<file path="src/rtl/aq_cp0_cacheop_seq.sv">
// aq_cp0_cacheop_seq: sequences special cache ops onto the L1 dcache then icache maintenance ports
module aq_cp0_cacheop_seq #(
    parameter int ADDR_WIDTH = 40
) (
    input  logic                  forever_cpuclk,
    input  logic                  cpurst,
    input  logic                  special_dcacheop_req,
    input  logic                  special_icacheop_req,
    input  logic [1:0]            special_cacheop_type,
    input  logic [1:0]            special_cacheop_op,
    input  logic [ADDR_WIDTH-1:0] iui_special_cache_addr,
    output logic                  cp0_dcache_req,
    output logic [1:0]            cp0_dcache_type,
    output logic [1:0]            cp0_dcache_op,
    output logic [ADDR_WIDTH-1:0] cp0_dcache_addr,
    input  logic                  dcache_cp0_ack,
    input  logic                  dcache_cp0_done,
    output logic                  cp0_icache_req,
    output logic [1:0]            cp0_icache_type,
    output logic [ADDR_WIDTH-1:0] cp0_icache_addr,
    input  logic                  icache_cp0_ack,
    input  logic                  icache_cp0_done,
    output logic                  cp0_iu_cacheop_busy,
    output logic                  cp0_iu_cacheop_done
);
    typedef enum logic [2:0] {IDLE, DREQ, DWAIT, IREQ, IWAIT, CMPLT} state_t;
    localparam logic [1:0] OP_NOP = 2'b00;
    localparam logic [1:0] OP_CLN = 2'b10;
    state_t                  state, state_nxt;
    logic                    need_i;
    logic [1:0]              type_q, op_q;
    logic [ADDR_WIDTH-1:0]   addr_q;
    logic                    accept, need_i_in;
    assign accept    = (state == IDLE) && (special_dcacheop_req || special_icacheop_req);
    assign need_i_in = special_icacheop_req && (special_cacheop_op != OP_CLN);
    always_comb begin
        state_nxt = state;
        case (state)
            IDLE:    if (accept)
                         state_nxt = (special_cacheop_op == OP_NOP) ? CMPLT :
                                     special_dcacheop_req ? DREQ : need_i_in ? IREQ : CMPLT;
            DREQ:    if (dcache_cp0_ack)
                         state_nxt = !dcache_cp0_done ? DWAIT : need_i ? IREQ : CMPLT;
            DWAIT:   if (dcache_cp0_done) state_nxt = need_i ? IREQ : CMPLT;
            IREQ:    if (icache_cp0_ack) state_nxt = icache_cp0_done ? CMPLT : IWAIT;
            IWAIT:   if (icache_cp0_done) state_nxt = CMPLT;
            default: state_nxt = IDLE;
        endcase
    end
    always_ff @(posedge forever_cpuclk) begin
        if (cpurst) begin
            state  <= IDLE;
            need_i <= 1'b0;
            type_q <= 2'b00;
            op_q   <= 2'b00;
            addr_q <= '0;
        end else begin
            state <= state_nxt;
            if (accept) begin
                need_i <= need_i_in;
                type_q <= special_cacheop_type;
                op_q   <= special_cacheop_op;
                addr_q <= iui_special_cache_addr;
            end
        end
    end
    assign cp0_dcache_req      = (state == DREQ);
    assign cp0_icache_req      = (state == IREQ);
    assign cp0_dcache_type     = type_q;
    assign cp0_dcache_op       = op_q;
    assign cp0_dcache_addr     = addr_q;
    assign cp0_icache_type     = type_q;
    assign cp0_icache_addr     = addr_q;
    assign cp0_iu_cacheop_busy = (state != IDLE);
    assign cp0_iu_cacheop_done = (state == CMPLT);
endmodule

</file>
<file path="config.mk">
export PLATFORM = sky130hd
export DESIGN_NAME = aq_cp0_cacheop_seq
export DESIGN_NICKNAME = d
export VERILOG_FILES = /design/src/rtl/aq_cp0_cacheop_seq.sv
export SDC_FILE = /design/constraint.sdc
export NUM_CORES = 1
export LEC_CHECK = 0
export BUFFER_PORTS_ARGS = -buffer_cell sky130_fd_sc_hd__buf_2
export CAP_MARGIN = 20
export CORE_ASPECT_RATIO = 0.5
export CORE_MARGIN = 4
export CORE_UTILIZATION = 38
export DETAILED_ROUTE_END_ITERATION = 8
export GPL_ROUTABILITY_DRIVEN = 0
export GPL_TIMING_DRIVEN = 0
export PLACE_DENSITY = 0.76
export SLEW_MARGIN = 15
export SYNTH_ARGS = -nofsm -noshare
export SYNTH_HDL_FRONTEND = slang
export SYNTH_SLANG_ARGS = --single-unit
</file>
<file path="constraint.sdc">
create_clock -name forever_cpuclk -period 1.6 [get_ports forever_cpuclk]
set_input_delay 0.32 -clock forever_cpuclk [delete_from_list [all_inputs] [get_ports forever_cpuclk]]
set_output_delay 0.32 -clock forever_cpuclk [all_outputs]
set_load 0.01 [all_outputs]
</file>
-- After elaboration in Yosys (flattened, before gate mapping)
Index checks and enable logic that the tools add are counted.
- reductions and logical operators: 7
- mux-type cells: 12
- eq/ne operators: 11
- operators with widths (kind ; number):
    $mux W3 ; 10
    $pmux W3 S5 ; 1
    $ne A2 B2 Y1 const B ; 4
    $eq A3 B2 Y1 const B ; 2
    $eq A3 B3 Y1 const B ; 2
    $reduce_and A5 Y1 ; 1
    $ne A2 B1 Y1 const B ; 2
    $eq A3 B1 Y1 const B ; 1
    $logic_not A3 Y1 ; 1
    $reduce_bool A3 Y1 ; 1
    $logic_and A1 B1 Y1 ; 2
    $logic_not A2 Y1 ; 1
    $logic_or A1 B1 Y1 ; 1
    $mux W1 ; 1
- bits in registers: 48
- output and inout port bits: 90

-- Depth between registers and ports, before layout
Gate-level depths: netlist of the first run.
- depth in word-level cells: 7
- depth in mapped cells: 7

-- Least setup slack after synthesis of the first run
OpenSTA, ideal clock, no wires.
- path kind: reg-to-reg
- from: register state[1]
- to: register state[0]
- stages on the path, launching flop included: 6
- period minus slack after synthesis: 1454 ps
- arrival: 1387 ps
- required time: 1533 ps
- slack: 146 ps
- buffers on the path: 1
- setup time: 67 ps
- cells stage by stage: dfxtp_1 -> buf_6 -> or4b_4 -> o31a_4 -> a21bo_1 -> a21oi_2
- longest elaborated chain between the ends: 4
- RTL lines (item ; line ; RTL):
    start: declaration ; 29 ; state_t state, state_nxt;
    start signal: assignment ; 58 ; state <= state_nxt;
    $logic_not A3 Y1 ; 34, 38 ;
    $logic_and A1 B1 Y1 ; 34 ; assign accept = (state == IDLE) && (special_dcacheop_req || special_icacheop_req);
    $ne A2 B2 Y1 (no source line) ; -- ;
    $reduce_and A5 Y1 (no source line) ; -- ;
Several ways; a longest one is shown, not always the timed one.
A chain may end at the register's enable or synchronous reset.

-- Worst setup path in the final report of the first run
- from: register state[2]
- to: register state[0]
Same word-level chain as after synthesis.

==> results of run 1 <==
-- registers in the layout, summed over array words and instances, names as in the netlist --
name and count:
cp0_dcache_op 2, cp0_dcache_addr 40, cp0_dcache_type 2, state 3
need_i 1
-- through the flow --
step / util [%] / hold slack, ns / power (µW)
6_report: 57.04 / 0.2734 / 5631
5_1_grt: 57.04 / 0.2767 / 6065
4_1_cts: 56.65 / 0.2715 / 5630
3_5_place_dp: 53.99 / 0.4463 / 4586
3_3_place_gp: 53.99 / 0.4410 / 4544
2_1_floorplan: - / 0.4560 / 3627
-- layer usage --
metal / vias up / GRT usage (%) / wire length, µm / part of all wire [%]
met5: - / 0 / 0 / 0
met1: 1024 / 17.26 / 2329 / 40
met4: 0 / 3.512 / 44 / 0.76
li1: 1155 / - / - / -
met2: 42 / 29.85 / 3190 / 55
met3: 4 / 3.191 / 256 / 4.4
-- final timing paths --
path	startpoint	end	slack (ns)
hold reg to reg	cp0_dcache_op[1]	cp0_dcache_op[1]	0.46
setup reg to reg	state[2]	state[0]	0.06
setup / recovery	state[2]	state[0]	0.06
hold / removal	iui_special_cache_addr[16]	cp0_dcache_addr[16]	0.27
-- layout by cell type, fill, tap and decap left out, types with 2 or more instances in the layout --
cell type  instances
a221oi_1           2
buf_2            141
clkbuf_2           3
mux2i_1            2
nand2_1           89
nor2_1             5
clkbuf_1           8
nand3_1            3
inv_1              2
a21oi_1           48
nand2b_1           2
buf_6              5
o21ai_0            2
clkbuf_16          5
dfxtp_1           48
buf_4             45
-- cells by family (layout without fill, tap and decap cells) --
kind of cell | Yosys count | in the layout | share of synthesized area, %
muxes | 2 | 2 | 0.9107
DFF | 48 | 48 | 43.71
xor gates and xnor gates | 1 | 1 | 0.3985
and+or+nand+nor | 104 | 104 | 19.81
AOI/OAI and AO/OA | 61 | 61 | 15.99
buffers and inverters | 61 | 210 | 19.18
-- repair_timing --
action,in CTS,in global routing
setup buffers,0,1
setup endpoints to repair,2,42
pin swaps,1,1
gates resized for setup,1,7
-- critical path: stages, from the launching register on --
cell     delay [ns]
dfxtp_1        0.30
buf_2          0.20
or4b_4         0.50
o31a_4         0.14
a21bo_1        0.20
a21oi_2        0.12
-- layout make-up --
type	instances	area, µm²	area share (%)
tap	73	91.34	2.891
multi-input combinational	168	815.8	25.82
buffer	59	429.2	13.58
clock buffer	8	146.4	4.634
inverter	2	7.507	0.2376
sequential	48	960.9	30.42
timing repair buffer	141	708.2	22.42
-- power by group through the flow --
stage          Clock (µW)  Sequential [µW]  Combinational, µW
2_1_floorplan           0             1920               1710
3_3_place_gp            0             1790               2750
3_5_place_dp            0             1810               2780
4_1_cts              1050             1780               2800
5_1_grt              1110             1830               3130
6_report             1030             1770               2830
==> flow_summary_export.csv, run 1 <==
group,metric,value,unit
placed_design,placed_cell_area,2990,µm²
flow_run,max-cap-violations,0,
sta,fmax,650.7,MHz
detailed_routing,drt-initial-drc-count,111,
yosys,synth_async_sr_flop_share,0,%
yosys,yosysWarnings,0,
sta,hold_viol_final,0,
pwr,p_int,3524,µW
setup_path,critPathCaptureType,"flip-flop",
yosys,synth_area_leaders,"dfxtp_1 (44%), buf_4 (16%), nand2_1 (15%), a21oi_1 (11%), clkbuf_1 (1.5%)",
sta,slew_headroom,67.14,%
yosys,synth_nets,329,
global_route,track_usage,15.13,%
sta,tightestPinTransition,0.4929,ns
pwr,leakage,0.001698,µW
final_layout,final_area,3159,µm²
setup_path,worstPathRequired,1.81,ns
clocking,clk_pin_slew,0.06,ns
die,die_area,7140,µm²
setup_path,crit_type,"flip-flop to flip-flop",
pwr,peakVddDrop,0.6881,mV
global_route,grt_pass1_wl,8.763,mm
final_layout,fillerInstances,542,
sta,setup_viol,0,
detailed_routing,vias,2225,
sta,fin_crit_sh,96.05,%
global_route,antenna_found_initial,0,
clocking,cts_buffers,5,
die,start_util,39.69,%
min_path,min_path_type,"input pin to flip-flop",
sta,period_needed,1.537,ns
sta,rsz0062_at_grt,"true",
placed_design,hpwl,4.569,mm
yosys,synth_edf_count,0,
clocking,cts_max_path_buffers,2,
run_status,status,"complete, no violations",
final_layout,finalNetCount,477,
global_route,grt_pass1_vias,1978,
final_layout,layout-drive-gt1-share,48.12,%
pwr,pwr-share-comb,50.2,%
detailed_routing,route.detailed.drc,0,
pwr,p_clk_share,18.3,%
die,fp.dieW,115.6,µm
die,die_y,61.79,µm
setup_path,setup.worst_path.start_class,"flip-flop",
placed_design,dpl.cell_count,490,
yosys,synth.distinct_cells,29,
yosys,synthCells,277,
detailed_routing,viasPerCell,4.459,
clocking,root_buffer,"clkbuf_16",
global_route,grt_max_degree,14,
clocking,cts_sinks,48,
yosys,synth_ff_type,"dfxtp_1",
final_layout,layout.cells.non_filler,499,
yosys,synth_common_cells,"nand2_1 (89), a21oi_1 (48), dfxtp_1 (48)",
placed_design,place_ws,-0.04490,ns
clocking,hold_buffers,0,
die,fp-row-count,19,
detailed_routing,wl,5.821,mm
detailed_routing,wire_per_inst,11.67,µm
clocking,clock_latency,0.28,ns
yosys,syn_area_per_cell,7.936,µm²
pwr,power_density,1782,nW/µm²
setup_path,path_max_fanout,8,
setup_path,r2r.worst_path.cells,5,
min_path,hold-path-cell-count,3,
final_layout,area_growth,43.71,%
yosys,synth_seq_cells,48,
die,pin_count,142,
die,core_area,5539,µm²
final_layout,antenna_cells,0,
sta,fin_worst_skew,0.002085,ns
yosys,syn_area,2198,µm²
sta,slew_violations,0,
setup_path,worstPathArrival,1.75,ns
pwr,p_sw_share,37.43,%
yosys,yosysSeqAreaShare,43.71,%
yosys,synth_top_cell_by_area,"dfxtp_1",
placed_design,io_buffers,140,
sta,setup_slack,0.06325,ns
detailed_routing,ant_nets,0,
yosys,synth_top_area_share,43.71,%
pwr,seqPwrFrac,31.5,%
global_route,grt.overflow.total,0,
pwr,switchingPower,2108,µW
yosys,yosysMostFrequentCell,"nand2_1",
detailed_routing,drt_first_pass_iters,4,
clocking,cts_tree,"built",
sta,tns,0,ns
clocking,cts_max_level,2,
Power figures use the tool's default switching activity.
==> inputs of run 2 (changes only) <==
--- a/config.mk
+++ b/config.mk
@@ -9,11 +9,11 @@
 export CAP_MARGIN = 20
 export CORE_ASPECT_RATIO = 0.5
 export CORE_MARGIN = 4
-export CORE_UTILIZATION = 38
+export CORE_UTILIZATION = 45
 export DETAILED_ROUTE_END_ITERATION = 8
 export GPL_ROUTABILITY_DRIVEN = 0
 export GPL_TIMING_DRIVEN = 0
-export PLACE_DENSITY = 0.76
+export PLACE_DENSITY = 0.85
 export SLEW_MARGIN = 15
 export SYNTH_ARGS = -nofsm -noshare
 export SYNTH_HDL_FRONTEND = slang
==> constraint.sdc (replaced) <==
create_clock -name forever_cpuclk -period 1.95 [get_ports forever_cpuclk]
set_input_delay 0.39 -clock forever_cpuclk [delete_from_list [all_inputs] [get_ports forever_cpuclk]]
set_output_delay 0.39 -clock forever_cpuclk [all_outputs]
set_load 0.01 [all_outputs]
==> flow_summary_export.csv, run 2 (synthesis results as in run 1) <==
group,metric,value,unit
setup_path,path_max_fanout,8,
die,die_area,6136,µm²
final_layout,antenna_cells,0,
sta,tns,0,ns
clocking,cts_buffers,5,
setup_path,worstPathRequired,1.56,ns
pwr,leakage,0.001665,µW
die,start_util,48.30,%
final_layout,final_area,3089,µm²
detailed_routing,drt_first_pass_iters,4,
sta,period_needed,1.724,ns
run_status,status,"complete, no violations",
clocking,post_cts_buffers,0,
sta,setup_viol,0,
final_layout,area_growth,40.52,%
setup_path,critPathCaptureType,"primary output",
clocking,cts_sinks,48,
sta,fin_worst_skew,0.003903,ns
final_layout,layout-drive-gt1-share,47.53,%
placed_design,hpwl,4.512,mm
die,pin_count,142,
clocking,cts_max_level,2,
sta,slew_headroom,69.78,%
sta,hold_viol_final,0,
global_route,grt.overflow.total,0,
detailed_routing,ant_nets,0,
clocking,cts_resized,0,
sta,hold_slack,0.3285,ns
detailed_routing,vias,2220,
sta,fin_crit_sh,88.40,%
final_layout,finalNetCount,476,
clocking,cts_max_path_buffers,2,
pwr,peakVddDrop,0.6166,mV
clocking,clk_pin_slew,0.09,ns
setup_path,crit_type,"flip-flop to primary output",
setup_path,setup.worst_path.start_class,"flip-flop",
sta,fmax,580.1,MHz
min_path,min_path_type,"input pin to flip-flop",
global_route,grt_max_degree,15,
die,fp-row-count,17,
detailed_routing,wl,5.533,mm
clocking,clock_latency,0.29,ns
clocking,root_buffer,"clkbuf_8",
sta,slew_violations,0,
clocking,cts_tree,"built",
detailed_routing,drt-initial-drc-count,79,
clocking,hold_buffers,0,
sta,rsz0062_at_grt,"false",
sta,tightestPinTransition,0.4533,ns
global_route,track_usage,17.47,%
die,core_area,4552,µm²
detailed_routing,viasPerCell,4.521,
final_layout,final_util,67.87,%
final_layout,final_cell_mix,"buf_2 (141), nand2_1 (89), a21oi_1 (48), dfxtp_1 (48), buf_4 (47)",
final_layout,fillerInstances,458,
placed_design,io_buffers,140,
final_layout,final_common_cell,"buf_2",
die,die_y,57.43,µm
global_route,grt_pass1_vias,1984,
placed_design,placed_cell_area,2982,µm²
die,fp.dieW,106.8,µm
final_layout,largest_reg_flops,40,
pwr,power_density,1425,nW/µm²
global_route,grt_pass1_wl,8.949,mm
detailed_routing,route.detailed.drc,0,
global_route,antenna_found_initial,0,
setup_path,worstPathArrival,1.33,ns
detailed_routing,wire_per_inst,11.27,µm
flow_run,max-cap-violations,0,
-- run 2: stage by stage --
step | setup slack [ns] | cells | total power [µW]
after floorplan | 0.4960 | 277 | 2976
after global placement | 0.3231 | 483 | 3716
after detailed placement | 0.3064 | 483 | 3761
after CTS | 0.2328 | 491 | 4455
after global routing | 0.1299 | 491 | 4749
final | 0.2262 | 491 | 4402
-- run 2: path summary, 6_finish.rpt --
| kind | start | end | slack, ns | cells after the start |
|---|---|---|---|---|
| setup / recovery | state[2] | cp0_iu_cacheop_busy | 0.23 | 4 |
| hold / removal | iui_special_cache_addr[2] | cp0_dcache_addr[2] | 0.33 | 3 |
| setup reg to reg | state[2] | need_i | 0.26 | 6 |
| hold reg to reg | cp0_dcache_op[0] | cp0_dcache_op[0] | 0.45 | 2 |
-- run 2: metal layers --
layer,vias up,wire [µm],global-route usage [%]
met5,-,0,0
met4,0,44,3.825
met3,4,306,4.068
met2,47,3009,35.24
met1,1015,2173,18.62
li1,1154,-,-
-- run 2: power by group --
| group | internal [µW] | total [µW] | switching, µW |
|---|---|---|---|
| sequential | 1260 | 1450 | 183 |
| combinational | 1070 | 2270 | 1200 |
| clock | 381 | 686 | 306 |
| total | 2710 | 4400 | 1690 |
-- run 2: critical path, cell delays in order, from the launching register on --
cell     delay [ns]
dfxtp_1        0.30
buf_2          0.17
nor3_4         0.36
inv_1          0.07
buf_2          0.15
-- run 2: cell type report --
type	count	area [µm²]	area share, %
Clock inverter	2	35.03	1.134
Tap cell	66	82.58	2.673
Buffer	59	414.1	13.41
Sequential cell	48	960.9	31.11
Clock buffer	6	72.57	2.349
Inverter	2	7.507	0.2430
Timing Repair Buffer	140	700.7	22.68
Multi-Input combinational cell	168	815.8	26.41
==> inputs of run 3 (changes only) <==
--- a/config.mk
+++ b/config.mk
@@ -7,14 +7,16 @@
 export LEC_CHECK = 0
 export BUFFER_PORTS_ARGS = -buffer_cell sky130_fd_sc_hd__buf_2
 export CAP_MARGIN = 20
+export CELL_PAD_IN_SITES_DETAIL_PLACEMENT = 1
+export CELL_PAD_IN_SITES_GLOBAL_PLACEMENT = 2
 export CORE_ASPECT_RATIO = 0.5
 export CORE_MARGIN = 4
-export CORE_UTILIZATION = 45
+export CORE_UTILIZATION = 23
 export DETAILED_ROUTE_END_ITERATION = 8
 export GPL_ROUTABILITY_DRIVEN = 0
 export GPL_TIMING_DRIVEN = 0
-export PLACE_DENSITY = 0.85
-export SLEW_MARGIN = 15
+export PLACE_DENSITY_LB_ADDON = 0.1
+export SLEW_MARGIN = 10
 export SYNTH_ARGS = -nofsm -noshare
 export SYNTH_HDL_FRONTEND = slang
 export SYNTH_SLANG_ARGS = --single-unit
==> constraint.sdc (replaced) <==
create_clock -name forever_cpuclk -period 1.95 [get_ports forever_cpuclk]
set_input_delay 0.39 -clock forever_cpuclk [delete_from_list [all_inputs] [get_ports forever_cpuclk]]
set_output_delay 0.39 -clock forever_cpuclk [all_outputs]
set_load 0.02 [all_outputs]
==> flow_summary_export.csv, run 3 (synthesis results as in run 1) <==
group,metric,value,unit
sta,fmax,585.0,MHz
setup_path,worstPathArrival,1.32,ns
sta,rsz0062_at_grt,"false",
sta,period_needed,1.709,ns
global_route,grt_pass1_wl,11.68,mm
setup_path,critical_path.n_buffers_inverters,3,
detailed_routing,viasPerCell,4.214,
setup_path,max_stage_delay,0.34,ns
final_layout,layout-drive-gt1-share,47.29,%
pwr,p_int,2848,µW
detailed_routing,drt_first_pass_iters,4,
setup_path,worstPathRequired,1.56,ns
die,fp-row-count,24,
sta,fin_crit_sh,87.66,%
detailed_routing,drt-initial-drc-count,42,
setup_path,cp_top_family,"buffers and inverters",
placed_design,hpwl,5.896,mm
sta,hold_viol_final,0,
clocking,hold_buffers,0,
clocking,clk_pin_slew,0.06,ns
die,core_area,9009,µm²
setup_path,cp_common_cell,"buf_2",
pwr,p_sw_share,43.68,%
setup_path,crit_type,"flip-flop to primary output",
setup_path,rrSetupSlack,0.27,ns
setup_path,crit_chain,"buf_2, nor3_4, inv_1, buf_2",
min_path,min_path_type,"input pin to flip-flop",
final_layout,finalNetCount,476,
die,pin_count,142,
pwr,p_clk_share,17.1,%
sta,slew_violations,0,
detailed_routing,ant_nets,0,
run_status,status,"complete, no violations",
placed_design,io_buffers,140,
die,fp.dieW,146.3,µm
final_layout,antenna_cells,0,
final_layout,area_growth,45.19,%
clocking,clock_latency,0.28,ns
global_route,grt_max_degree,14,
placed_design,dpl.cell_count,534,
clocking,cts_buffers,5,
clocking,root_buffer,"clkbuf_16",
pwr,power_density,1584,nW/µm²
global_route,grt_pass1_vias,2312,
final_layout,fillerInstances,1149,
final_layout,final_cell_mix,"buf_2 (141), nand2_1 (89), a21oi_1 (48), dfxtp_1 (48), buf_4 (47)",
setup_path,cp_slowest_cell,"nor3_4",
clocking,post_cts_buffers,0,
pwr,switchingPower,2209,µW
sta,slew_headroom,64.23,%
detailed_routing,wire_per_inst,13.42,µm
clocking,cts_sinks,48,
final_layout,final_common_cell,"buf_2",
final_layout,layout.cells.non_filler,542,
clocking,cts_max_path_buffers,2,
die,die_y,77.13,µm
clocking,cts_max_level,2,
pwr,peakVddDrop,0.4539,mV
detailed_routing,wl,7.276,mm
pwr,seqPwrFrac,28.9,%
flow_run,max-cap-violations,0,
die,start_util,24.40,%
setup_path,critPathCaptureType,"primary output",
clocking,cts_resized,0,
detailed_routing,vias,2284,
setup_path,path_max_fanout,8,
sta,tightestPinTransition,0.5366,ns
pwr,pwr-share-comb,54.0,%
clocking,cts_tree,"built",
final_layout,largest_reg_flops,40,
detailed_routing,route.detailed.drc,0,
global_route,grt.overflow.total,0,
global_route,antenna_found_initial,0,
global_route,track_usage,12.59,%
sta,tns,0,ns
pwr,leakage,0.001681,µW
sta,setup_viol,0,
sta,fin_worst_skew,0.004053,ns
die,die_area,11280,µm²
setup_path,setup.worst_path.start_class,"flip-flop",
[run 3: stage by stage]
step                utilization [%]  worst slack, ns  hold slack, ns  instance area [µm²]  total power (µW)
global placement              33.81           0.2469          0.4438                 3045              4202
floorplan                         -           0.4960          0.4710                 2198              3377
detailed placement            33.81           0.2103          0.4494                 3045              4281
global route                  35.43          0.09002          0.3343                 3192              5441
CTS                           35.43           0.2179          0.3313                 3192              5172
finish                        35.43           0.2407          0.3401                 3192              5057
[run 3: final timing paths]
path | start | cells past startpoint | endpoint
worst max register to register | state[2] | 6 | need_i
worst max-delay path | state[2] | 4 | cp0_iu_cacheop_busy
worst min register to register | cp0_dcache_op[1] | 2 | cp0_dcache_op[1]
worst min-delay path | iui_special_cache_addr[37] | 3 | cp0_dcache_addr[37]
[run 3: worst register-to-register path, cell delays in order, from the launching register on]
cell	delay [ns]
dfxtp_1	0.30
buf_2	0.17
nor3_4	0.34
o21ai_2	0.21
clkbuf_1	0.28
a32oi_1	0.21
nor2_1	0.05
[run 3: area by class of cell]
type,instances,area [µm²],area share [%]
plain buffers,59,414.1,12.98
repair buffers,140,700.7,21.95
well taps,117,146.4,4.586
clock buffers,8,146.4,4.586
inverters,2,7.507,0.2352
flip-flops and latches,48,960.9,30.11
multi-input cells,168,815.8,25.56
[run 3: power groups by stage]
stage / registers [µW] / clock network [µW] / logic (µW)
after floorplan: 1770 / 0 / 1610
after global placement: 1470 / 0 / 2730
after detailed placement: 1490 / 0 / 2790
after CTS: 1470 / 906 / 2790
after global routing: 1510 / 959 / 2970
final: 1460 / 865 / 2730
[run 3: layer usage]
metal	up-vias	GRT usage (%)	share of wire, %
li1	1154	-	-
met1	1066	14.96	42
met2	62	22.73	51
met3	2	3.651	6.0
met4	0	2.533	0.48
met5	-	0	0
